`config.mk`:
```
export PLATFORM = sky130hd
export DESIGN_NAME = imem_loader
export DESIGN_NICKNAME = d
export VERILOG_FILES = /design/src/rtl/imem_loader_pkg.sv /design/src/rtl/imem_loader.sv
export SDC_FILE = /design/constraint.sdc
export NUM_CORES = 1
export LEC_CHECK = 0
export ABC_CLOCK_PERIOD_IN_PS = 6800
export CORE_MARGIN = 3
export CORE_UTILIZATION = 27
export CTS_CLUSTER_DIAMETER = 120
export DETAILED_ROUTE_END_ITERATION = 12
export GPL_TIMING_DRIVEN = 0
export SLEW_MARGIN = 20
export SYNTH_ARGS = -nofsm -noshare
export SYNTH_HDL_FRONTEND = slang
export SYNTH_SLANG_ARGS = --single-unit
```
`constraint.sdc`:
```
create_clock -name clk -period 6.8 [get_ports clk]
set_clock_uncertainty 0.1 [all_clocks]
set_input_delay 2.04 -clock clk [delete_from_list [all_inputs] [get_ports clk]]
set_output_delay 2.04 -clock clk [all_outputs]
set_load 0.02 [all_outputs]
```
`src/rtl/imem_loader_pkg.sv`:
```
// -----------------------------------------------------------------------------
// imem_loader_pkg
// Shared definitions for the instruction-memory loader: the loader FSM state
// encoding and the default values for the memory depth and frame start marker.
// No ports (package).
// -----------------------------------------------------------------------------
package imem_loader_pkg;

    localparam int unsigned DEPTH_DEFAULT      = 256;
    localparam logic [7:0]  START_BYTE_DEFAULT = 8'hA5;

    typedef enum logic [3:0] {
        IDLE   = 4'd0,
        CNT_HI = 4'd1,
        CNT_LO = 4'd2,
        W_HI   = 4'd3,
        W_LO   = 4'd4,
        WR     = 4'd5,
        CHK    = 4'd6,
        DONE   = 4'd7,
        ERR    = 4'd8
    } state_t;

endpackage

```
`src/rtl/imem_loader.sv`:
```
// -----------------------------------------------------------------------------
// imem_loader
// Receives a framed program image over a valid/ready byte stream and writes it
// into instruction memory as 16-bit words, holding the processor in reset until
// a frame with a good checksum has been loaded.
//
// Frame: START_BYTE, count hi, count lo, N words (high byte first), checksum.
// Checksum = XOR of both count bytes and every word byte.
//
// Ports
//   clk        in   clock, all state changes on rising edge
//   reset      in   asynchronous active-low reset
//   rx_valid   in   byte-source data valid
//   rx_data    in   byte-source data [7:0]
//   rx_ready   out  loader accepts a byte this cycle (low only while writing)
//   imem_we    out  instruction-memory write strobe
//   imem_addr  out  instruction-memory word address [15:0]
//   imem_wdata out  instruction word to write [15:0]
//   cpu_hold   out  holds the processor in reset while high
//   done       out  last frame loaded with good checksum
//   error      out  last frame rejected
// -----------------------------------------------------------------------------
module imem_loader
    import imem_loader_pkg::*;
#(
    parameter int unsigned DEPTH      = DEPTH_DEFAULT,
    parameter logic [7:0]  START_BYTE = START_BYTE_DEFAULT
) (
    input  logic        clk,
    input  logic        reset,
    input  logic        rx_valid,
    input  logic [7:0]  rx_data,
    output logic        rx_ready,
    output logic        imem_we,
    output logic [15:0] imem_addr,
    output logic [15:0] imem_wdata,
    output logic        cpu_hold,
    output logic        done,
    output logic        error
);

    state_t      r_state;
    state_t      w_state_next;

    logic [15:0] r_count;
    logic [16:0] r_idx;      // one bit wider so idx==N is representable at N=DEPTH
    logic [7:0]  r_csum;
    logic [7:0]  r_hi;
    logic [15:0] r_addr;
    logic [15:0] r_wdata;

    logic        w_ready;
    logic        w_xfer;
    logic        w_start;
    logic [15:0] w_count;
    logic [16:0] w_idx_next;

    assign w_ready    = (r_state != WR);
    assign w_xfer     = rx_valid & w_ready;
    assign w_start    = w_xfer & (rx_data == START_BYTE);
    assign w_count    = {r_count[15:8], rx_data};
    assign w_idx_next = r_idx + 17'd1;

    // ------------------------------------------------------------------ state
    always_ff @(posedge clk or negedge reset) begin
        if (!reset) begin
            r_state <= IDLE;
        end else begin
            r_state <= w_state_next;
        end
    end

    // -------------------------------------------------- next state / outputs
    always_comb begin
        w_state_next = r_state;
        rx_ready     = w_ready;
        imem_we      = 1'b0;
        done         = 1'b0;
        error        = 1'b0;
        cpu_hold     = 1'b1;

        case (r_state)
            IDLE: begin
                if (w_start) w_state_next = CNT_HI;
            end
            DONE: begin
                done     = 1'b1;
                cpu_hold = 1'b0;
                if (w_start) w_state_next = CNT_HI;
            end
            ERR: begin
                error = 1'b1;
                if (w_start) w_state_next = CNT_HI;
            end
            CNT_HI: begin
                if (w_xfer) w_state_next = CNT_LO;
            end
            CNT_LO: begin
                if (w_xfer) begin
                    if (32'(w_count) > DEPTH) begin
                        w_state_next = ERR;
                    end else if (w_count == 16'd0) begin
                        w_state_next = CHK;
                    end else begin
                        w_state_next = W_HI;
                    end
                end
            end
            W_HI: begin
                if (w_xfer) w_state_next = W_LO;
            end
            W_LO: begin
                if (w_xfer) w_state_next = WR;
            end
            WR: begin
                imem_we = 1'b1;
                if (w_idx_next == {1'b0, r_count}) begin
                    w_state_next = CHK;
                end else begin
                    w_state_next = W_HI;
                end
            end
            CHK: begin
                if (w_xfer) begin
                    if (rx_data == r_csum) begin
                        w_state_next = DONE;
                    end else begin
                        w_state_next = ERR;
                    end
                end
            end
            default: begin
                w_state_next = IDLE;
            end
        endcase
    end

    // --------------------------------------------------------------- datapath
    // Address/data are captured with the low byte so they stay stable through
    // and after the WR cycle, independent of the index increment.
    always_ff @(posedge clk or negedge reset) begin
        if (!reset) begin
            r_count <= '0;
            r_idx   <= '0;
            r_csum  <= '0;
            r_hi    <= '0;
            r_addr  <= '0;
            r_wdata <= '0;
        end else begin
            case (r_state)
                IDLE, DONE, ERR: begin
                    if (w_start) begin
                        r_csum  <= '0;
                        r_idx   <= '0;
                        r_count <= '0;
                    end
                end
                CNT_HI: begin
                    if (w_xfer) begin
                        r_count[15:8] <= rx_data;
                        r_csum        <= r_csum ^ rx_data;
                    end
                end
                CNT_LO: begin
                    if (w_xfer) begin
                        r_count[7:0] <= rx_data;
                        r_csum       <= r_csum ^ rx_data;
                    end
                end
                W_HI: begin
                    if (w_xfer) begin
                        r_hi   <= rx_data;
                        r_csum <= r_csum ^ rx_data;
                    end
                end
                W_LO: begin
                    if (w_xfer) begin
                        r_addr  <= r_idx[15:0];
                        r_wdata <= {r_hi, rx_data};
                        r_csum  <= r_csum ^ rx_data;
                    end
                end
                WR: begin
                    r_idx <= w_idx_next;
                end
                default: begin
                end
            endcase
        end
    end

    assign imem_addr  = r_addr;
    assign imem_wdata = r_wdata;

endmodule
```
# After elaboration in Yosys (flattened, before gate mapping)

Index checks and enable logic that the tools add are counted.
W data, S select, Z words.

Flip-flop bits (word level): 85
Input port bits: 11
Output and inout port bits: 37
Logic and storage cells: 71

Add/subtract/negate cells: 1
$lt $le $gt $ge: 1
Equality and inequality tests: 19
Muxes and demuxes: 24
Bitwise operators: 3
Reduce and logical (&&, ||, !) cells: 15

Operators by type and width:

| cell                    | number |
|---|---|
| $pmux W8 S2             | 3 |
| $pmux W17 S2            | 1 |
| $mux W4                 | 8 |
| $pmux W4 S7             | 1 |
| $mux W8                 | 3 |
| $add A17 B1 Y17 const B | 1 |
| $eq A17 B16 Y1          | 1 |
| $mux W17                | 1 |
| $eq A4 B3 Y1 const B    | 4 |
| $gt A16 B9 Y1 const B   | 1 |
| $logic_not A16 Y1       | 1 |
| $mux W16                | 1 |
| $ne A2 B2 Y1 const B    | 5 |
| $reduce_and A3 Y1       | 3 |
| $eq A4 B2 Y1 const B    | 2 |
| $eq A8 B8 Y1            | 1 |
| $eq A8 B8 Y1 const B    | 1 |
| $reduce_bool A2 Y1      | 4 |
| $xor A8 B8 Y8           | 1 |
| $mux W3                 | 2 |
| $reduce_and A2 Y1       | 3 |
| $reduce_and A6 Y1       | 1 |
| $eq A4 B1 Y1 const B    | 1 |
| $eq A4 B4 Y1 const B    | 1 |
| 7 further kinds         | 12 |

# Longest topological paths before layout

Gate-level depths: netlist (run 1).

Word-level depth: 5
Gate-level depth with buffers: 9
Mapped depth without buffers: 8

# Least setup slack after synthesis (run 1)

Ideal clock, no wire load.

Path kind: in2reg
From: in rx_data[3]
To: reg r_idx[3]
Library setup time: 0.142 ns
Data arrival time: 3.588 ns
Data required time: 6.558 ns
Path slack: 2.970 ns
Cell stages on the path: 9
Buffers on the path: 2
Cell sequence: buf_2 > or4_4 > nor2_4 > nand2_1 > a21oi_1 > a31oi_1 > buf_6 > o21ai_1 > o31ai_1

Cells in the longest elaborated chain, start to end: 4

Ends and longest elaborated chain:

| item                        | RTL line           | text |
|---|---|---|
| start: declaration          | imem_loader.sv:32  | `input logic [7:0] rx_data,` |
| $eq A8 B8 Y1                | imem_loader.sv:60  | `assign w_start = w_xfer & (rx_data == START_BYTE);` |
| $and A1 B1 Y1               | imem_loader.sv:60  |  |
| $ne A2 B1 Y1 (no line)      | --                 |  |
| $reduce_and A2 Y1 (no line) | --                 |  |
| end signal: assignment      | imem_loader.sv:184 | `r_idx <= w_idx_next;` |
| end: declaration            | imem_loader.sv:46  | `logic [16:0] r_idx;` |

Every way passes these cells.
A chain may end at the register's enable or synchronous reset.

# Worst setup path after layout (run 1)

From: reg r_state[2]
To: out imem_we

Cells in the longest elaborated chain, start to end: 2

Ends and longest elaborated chain:

| item                     | RTL line          | text |
|---|---|---|
| start: declaration       | imem_loader.sv:42 | `state_t r_state;` |
| start signal: assignment | imem_loader.sv:69 | `r_state <= w_state_next;` |
| $eq A4 B3 Y1             | imem_loader.sv:82 | `case (r_state)` |
| $mux W1                  | imem_loader.sv:82 |  |
| end: declaration         | imem_loader.sv:34 | `output logic imem_we,` |

Every way passes these cells.

==> summary.txt, run 1 <==
Run status
  • Status: finished, final reports clean

Timing
  • RSZ-0062 raised after global routing: no
  • Slew Viols, Final: 0
  • Final hold violations: 0
  • Crit path time final: 5170 ps
  • Setup_tns: 0 ps
  • # setup viols final: 0
  • Slew @ Worst Pin: 970 ps
  • Worst hold slack: 401 ps
  • Relative slew slack: 35.0%
  • Final critical-path share of the clock period: 76.0%
  • Max Clock Freq: approximately 190 MHz

GRT
  • Vias in the first global route: 3448
  • Global-route wire length before repair: 17.9 mm
  • Grt ovf: 0
  • Largest net degree at the start of global routing: 60
  • Initial antenna violation count: 0
  • Tot GR Track Use: 12.2%

Synthesis
  • Post-synthesis net count: 469
  • Synth top area cells: dfrtp_1 47%, mux2_2 10%, xnor2_1 5.2%, nand2_1 4.1%, mux2i_1 2.4%
  • Syn Std Cell Area: 4530 um^2
  • Most numerous cell in the Yosys netlist: dfrtp_1
  • Syn avg cell area: 9.92 um^2
  • Count of unique library cells instantiated by Yosys: 52
  • FFs w/ async S/R, synth: 100%
  • Most frequent cells after synthesis: 85 x dfrtp_1, 49 x nand2_1, 41 x mux2_2
  • YS warnings: 0
  • Post-synth EDFFs: 0
  • Seq/Total Area, Yosys: between 40 and 50%
  • #FFs+latches synth: 85
  • Synth Instances: 457
  • Synth area leader: dfrtp_1
  • Top FF cell, synth: dfrtp_1
  • Share of the synthesized area in the top cell type: 46.9%

Routing
  • Number of DRC markers in iteration 0: 274
  • Post-route ant nets: 0
  • Vias: 3580
  • DR WL/cell: 14.8 um
  • Vias per inst: roughly 4.9
  • TritonRoute pass-1 iters: 5
  • WL final: 10.8 mm
  • Drt drc: 0

Floorplanning
  • Initial Utilization: between 20 and 30%
  • IO Pins: 48
  • Die W: 136 um
  • Die area: 18400 um^2
  • Core ar.: 16200 um^2
  • Die H: 136 um
  • Row count: 46

Power and ir drop
  • Maximum vdd drop: 219 uV
  • Leakage power: ~2.2 nW
  • Power density over the cells: 449 nW/um^2

Finish
  • FILL cells: roughly 1700
  • Final Cell Area: 5480 um^2
  • Share of layout cells above drive strength 1: 16.4%
  • Syn-to-layout area delta: 20.8%
  • ANT cells: 0
  • Nets: 519

Place
  • Port bufs: 38
  • DP Area: 5210 um^2
  • DP HPWL: between 7 and 8 mm
  • RD Place Congestion: 0.815

Clock network
  • H-tree depth: 3
  • Clk_lat worst skew: 330 ps
  • TritonCTS buffer count: 9
  • Post-CTS setup buffers: 0
  • Resize count post-CTS: 0
  • Clk buf depth: 2
  • Clock root buffer: clkbuf_16
  • TritonCTS clock tree: done
  • CTS clock-pin slew for the worst setup and hold paths: 60 ps
  • Clk sinks: 85
  • Hold buffer count at CTS: 0

Setup path
  • Max FO, Critical Path: 10
  • CP required: 4660 ps
  • WP data arrival: 3030 ps
  • Critical path class: flip-flop to output port
  • Worst Setup End Kind: output port
  • CP Launch Type: flip-flop

Hold path
  • Hold Crit Class: flip-flop to flip-flop

Flow run
  • Max_cap viols: 0
-- through the flow --
step	power (mW)	utilization, %	worst slack [ps]	cells
after global placement	1.98	32.0	591	711
after floorplan	1.62	-	2970	457
after CTS	2.48	33.9	1640	727
final	2.46	33.9	1630	727
after detailed placement	2.02	32.2	2040	712
after global routing	2.63	33.9	1480	727
-- cells by family (layout without fill, tap and decap cells) --
kind of cell    count (synthesis)  count (layout)  share of synthesized area [%]
simple gates                  144             144                           16.3
compound gates                 93              93                           12.6
flops                          85              85                           46.9
mux                            53              53                           12.9
buf+inv                        51             105                           5.25
xor+xnor                       30              30                           5.80
fa+ha+maj                       1               1                          0.276
-- flip-flops by register name (all words and copies together) (netlist names) --
name	cells
imem_addr	16
imem_wdata	16
r_count	16
r_csum	8
r_hi	8
r_idx	17
r_state	4
-- cell type report --
| class | instances | area (um^2) | share of cell area, % |
|---|---|---|---|
| multi-input cells | 321 | 2170 | 39.6 |
| inverters | 12 | 45.0 | 0.823 |
| repair buffers | 39 | 405 | 7.40 |
| flip-flops and latches | 85 | 2130 | 38.8 |
| plain buffers | 39 | 193 | 3.52 |
| clock inverters | 4 | 25.0 | 0.457 |
| clock buffers | 11 | 243 | 4.43 |
| well taps | 216 | 270 | 4.94 |
-- where the power goes --
| part | leakage [nW] | switching (mW) | internal [mW] | total, mW |
|---|---|---|---|---|
| logic | 0.969 | 0.632 | 0.535 | 1.17 |
| registers | 1.10 | 0.137 | 0.708 | 0.845 |
| clock network | 0.127 | 0.193 | 0.254 | 0.447 |
-- metal layers --
| metal | wire length (um) | share of wire, % | vias up | GRT usage (%) |
|---|---|---|---|---|
| li1 | - | - | 1695 | - |
| met1 | 4980 | 46 | 1780 | 16.5 |
| met2 | 5030 | 47 | 90 | 18.8 |
| met3 | 590 | 5.5 | 15 | 3.68 |
| met4 | 176 | 1.6 | 0 | 3.58 |
| met5 | 0 | 0 | - | 0 |
-- cell usage in the layout (no fill, tap or decap), types with 2 or more instances in the layout --
| cell | count |
|---|---|
| dfrtp_1 | 85 |
| nand2_1 | 49 |
| mux2_2 | 41 |
| clkdlybuf4s50_1 | 37 |
| xnor2_1 | 27 |
| nor2_1 | 26 |
| o21ai_0 | 22 |
| a21oi_1 | 21 |
| clkbuf_1 | 19 |
| buf_2 | 13 |
| inv_1 | 12 |
| mux2i_1 | 11 |
| a31oi_1 | 11 |
| o21ai_1 | 11 |
| nand2b_1 | 10 |
| nand3_1 | 9 |
| nand4_1 | 9 |
| clkbuf_16 | 9 |
| nor3_1 | 8 |
| nor2b_1 | 6 |
| and2_1 | 6 |
| o31ai_1 | 6 |
| nor4_1 | 5 |
| and3_1 | 4 |
| o22ai_1 | 4 |
| buf_6 | 3 |
| buf_4 | 3 |
| o21a_1 | 3 |
| buf_1 | 3 |
| xor2_1 | 3 |
| o41ai_1 | 2 |
| a22o_1 | 2 |
| a2111o_1 | 2 |
| o211ai_1 | 2 |
| or3_1 | 2 |
| clkinvlp_4 | 2 |
| clkinv_2 | 2 |
-- critical path: stages, from the launching register on --
cell and delay, ps:
dfrtp_1 330, clkbuf_1 360, nor2b_1 430, nand2_1 220, inv_1 140, clkbuf_1 480
clkdlybuf4s50_1 730
-- path summary, 6_finish.rpt --
kind                       cells after the start          from  slack [ps]      endpoint
hold reg to reg                                1  imem_addr[9]         400  imem_addr[9]
min in group asynchronous                      1         reset        1520  imem_addr[6]
setup / recovery                               6    r_state[2]        1630       imem_we
setup reg to reg                               8      r_idx[2]        4000    r_state[0]
max in group asynchronous                      2         reset        4490   r_count[14]
hold / removal                                 1  imem_addr[9]         400  imem_addr[9]
Power figures use the tool's default switching activity.
==> inputs of run 2 (changes only) <==
--- a/config.mk
+++ b/config.mk
@@ -5,7 +5,7 @@
 export SDC_FILE = /design/constraint.sdc
 export NUM_CORES = 1
 export LEC_CHECK = 0
-export ABC_CLOCK_PERIOD_IN_PS = 6800
+export ABC_CLOCK_PERIOD_IN_PS = 4700
 export CORE_MARGIN = 3
 export CORE_UTILIZATION = 27
 export CTS_CLUSTER_DIAMETER = 120
==> constraint.sdc (replaced) <==
create_clock -name clk -period 4.7 [get_ports clk]
set_clock_uncertainty 0.1 [all_clocks]
set_input_delay 1.41 -clock clk [delete_from_list [all_inputs] [get_ports clk]]
set_output_delay 1.41 -clock clk [all_outputs]
set_load 0.02 [all_outputs]
==> results of run 2 <==
The final DEF is identical to that of run 1. Status: finished, final reports clean.
Main changes from that run: setup slack after placement 2040 ps -> 568 ps; setup slack after layout 1630 ps -> 162 ps; register-to-register setup slack 4000 ps -> 1900 ps; total power 2.46 mW -> 3.56 mW; worst IR drop on VDD 219 uV -> 316 uV
==> inputs of run 3 (changes only) <==
--- a/config.mk
+++ b/config.mk
@@ -8,6 +8,7 @@
 export ABC_CLOCK_PERIOD_IN_PS = 4700
 export CORE_MARGIN = 3
 export CORE_UTILIZATION = 27
+export CTS_BUF_LIST = sky130_fd_sc_hd__clkbuf_8 sky130_fd_sc_hd__clkbuf_16
 export CTS_CLUSTER_DIAMETER = 120
 export DETAILED_ROUTE_END_ITERATION = 12
 export GPL_TIMING_DRIVEN = 0
==> run 3 against run 2 <==
Against the previous run: final area unchanged; die area did not move; first-iteration DRC count did not move; sequential share of layout area did not move; clock-buffer cell count is 1 lower; routed wire length is essentially flat; critical path type unchanged; critical endpoint unchanged; highest routed layer unchanged.
==> summary.txt, run 3 (synthesized netlist as in run 1, its figures left out) <==
Power and ir drop
  • Power Total: between 3 and 4 mW
  • Maximum vdd drop: 313 uV
  • Power density over the cells: 649 nW/um^2
  • Leakage power: 2.20 nW

Hold path
  • Hold path cells: 1
  • Hold Crit Class: flip-flop to flip-flop

Routing
  • Routed length on met2: just over 5 mm
  • TritonRoute pass-1 iters: 5
  • Post-route ant nets: 0
  • Wire length on met3: 590 um
  • DR top layer: met4
  • DR WL/cell: 14.8 um
  • Met1 wire length: roughly 5.0 mm
  • Vias: about 3600
  • WL final: about 11 mm
  • Number of DRC markers in iteration 0: 274
  • Drt drc: 0
  • Vias per inst: 4.92

Finish
  • Register area: 2130 um^2
  • ANT cells: 0
  • Final std cells w/o fill: 727
  • Most frequent cells in the layout: 85 x dfrtp_1, 49 x nand2_1, 41 x mux2_2, 37 x clkdlybuf4s50_1, 27 x xnor2_1
  • Max FFs per register: 17
  • Commonest non-fill, non-tap cell in the layout: dfrtp_1
  • Syn-to-layout area delta: 20.8%
  • Final Cell Area: between 5000 and 6000 um^2
  • Multi-input gate area: 2170 um^2
  • Share of layout cells above drive strength 1: 16.4%
  • Fin util: 33.9%
  • FILL cells: about 1700
  • Nets: approximately 520
  • Most flop-heavy register: r_idx

Setup path
  • Gate family responsible for the most delay along the worst path: buffers and inverters
  • Worst Setup End Kind: output port
  • Largest stage delay on the critical path: 730 ps
  • CP Launch Type: flip-flop
  • CP bufs+invs: 4
  • WP data arrival: 3030 ps
  • Critical path class: flip-flop to output port
  • WP depth: 6
  • Crit-path slowest cell: clkdlybuf4s50_1
  • Worst R2R Path Depth: 8
  • Critical-path cell list: clkbuf_1, nor2b_1, nand2_1, inv_1, clkbuf_1, clkdlybuf4s50_1
  • Max FO, Critical Path: 10
  • CP required: approximately 3200 ps
  • Most common cell on crit path: clkbuf_1

Floorplanning
  • Die H: 136 um
  • Initial Utilization: between 20 and 30%
  • Die W: around 140 um
  • Row count: 46
  • IO Pins: 48
  • Core ar.: around 16000 um^2
  • Die area: 18400 um^2

GRT
  • Global-route wire length before repair: between 15 and 20 mm
  • Largest net degree at the start of global routing: 60
  • Grt ovf: 0
  • Tot GR Track Use: 12.2%
  • Vias in the first global route: 3448
  • Initial antenna violation count: 0

Timing
  • RSZ-0062 raised after global routing: no
  • Slew Viols, Final: 0
  • Worst hold slack: roughly 400 ps
  • Final hold violations: 0
  • Max Clock Freq: 220 MHz
  • Relative slew slack: between 30% and 40%
  • Slew @ Worst Pin: 970 ps
  • Crit path time final: 4540 ps
  • # setup viols final: 0
  • Final critical-path share of the clock period: 96.6%

Clock network
  • TritonCTS buffer count: 9
  • Clk sinks: 85
  • Clk_lat worst skew: 330 ps
  • CTS clock-pin slew for the worst setup and hold paths: 60 ps
  • Clk buf depth: 2
  • Clock root buffer: clkbuf_16
  • H-tree depth: 3
  • Resize count post-CTS: 0
  • Post-CTS setup buffers: 0
  • Hold buffer count at CTS: 0
  • TritonCTS clock tree: done

Run status
  • Status: finished, final reports clean

Place
  • Cell Count Post-Placement: approximately 710
  • DP Area: between 5000 and 6000 um^2
  • Port bufs: 38
  • DP HPWL: 7.73 mm
  • RD Place Congestion: 0.815

Flow run
  • Max_cap viols: 0
run 3: cell types whose count changed in the layout (fill, tap and decap cells not counted), sizes merged:
cell / change
clkbuf: -1
inv: +1
run 3: report_power, final:
part / internal, mW / total [mW] / switching [mW]
logic: 0.774 / 1.69 / 0.914
registers: 1.02 / 1.22 / 0.198
clock network: 0.365 / 0.645 / 0.279
run 3: worst register-to-register path, stage by stage, from the launching register on:
cell	delay [ps]
dfrtp_1	310
buf_2	180
nand3_1	190
or3_4	460
nor2_1	160
mux2_1	340
a2111o_1	390
nor4_2	390
o21ai_0	130
run 3: path summary, 6_finish.rpt:
kind | slack, ps | to | from
worst max register to register | 1900 | r_state[0] | r_idx[2]
min in group asynchronous | 890 | imem_addr[6] | reset
max in group asynchronous | 3020 | r_count[14] | reset
worst min-delay path | 400 | imem_addr[9] | imem_addr[9]
worst max-delay path | 160 | imem_we | r_state[2]
worst min register to register | 400 | imem_addr[9] | imem_addr[9]
run 3: final cells by class:
type / count / share of cell area, %
Clock inverter: 5 / 0.526
Clock buffer: 10 / 4.36
Inverter: 12 / 0.823
Timing Repair Buffer: 39 / 7.40
Multi-Input combinational cell: 321 / 39.6
Tap cell: 216 / 4.94
Sequential cell: 85 / 38.8
Buffer: 39 / 3.52
run 3: routing by layer:
layer / global-route usage [%] / vias to the layer above
met4: 3.58 / 0
met2: 18.8 / 90
met1: 16.5 / 1780
li1: - / 1695
met5: 0 / -
met3: 3.68 / 15
run 3: through the flow:
step	TNS [ps]	setup slack (ps)
2_1_floorplan	0	1500
3_3_place_gp	-73980	-879
3_5_place_dp	0	568
4_1_cts	0	167
5_1_grt	0	12.8
6_report	0	162
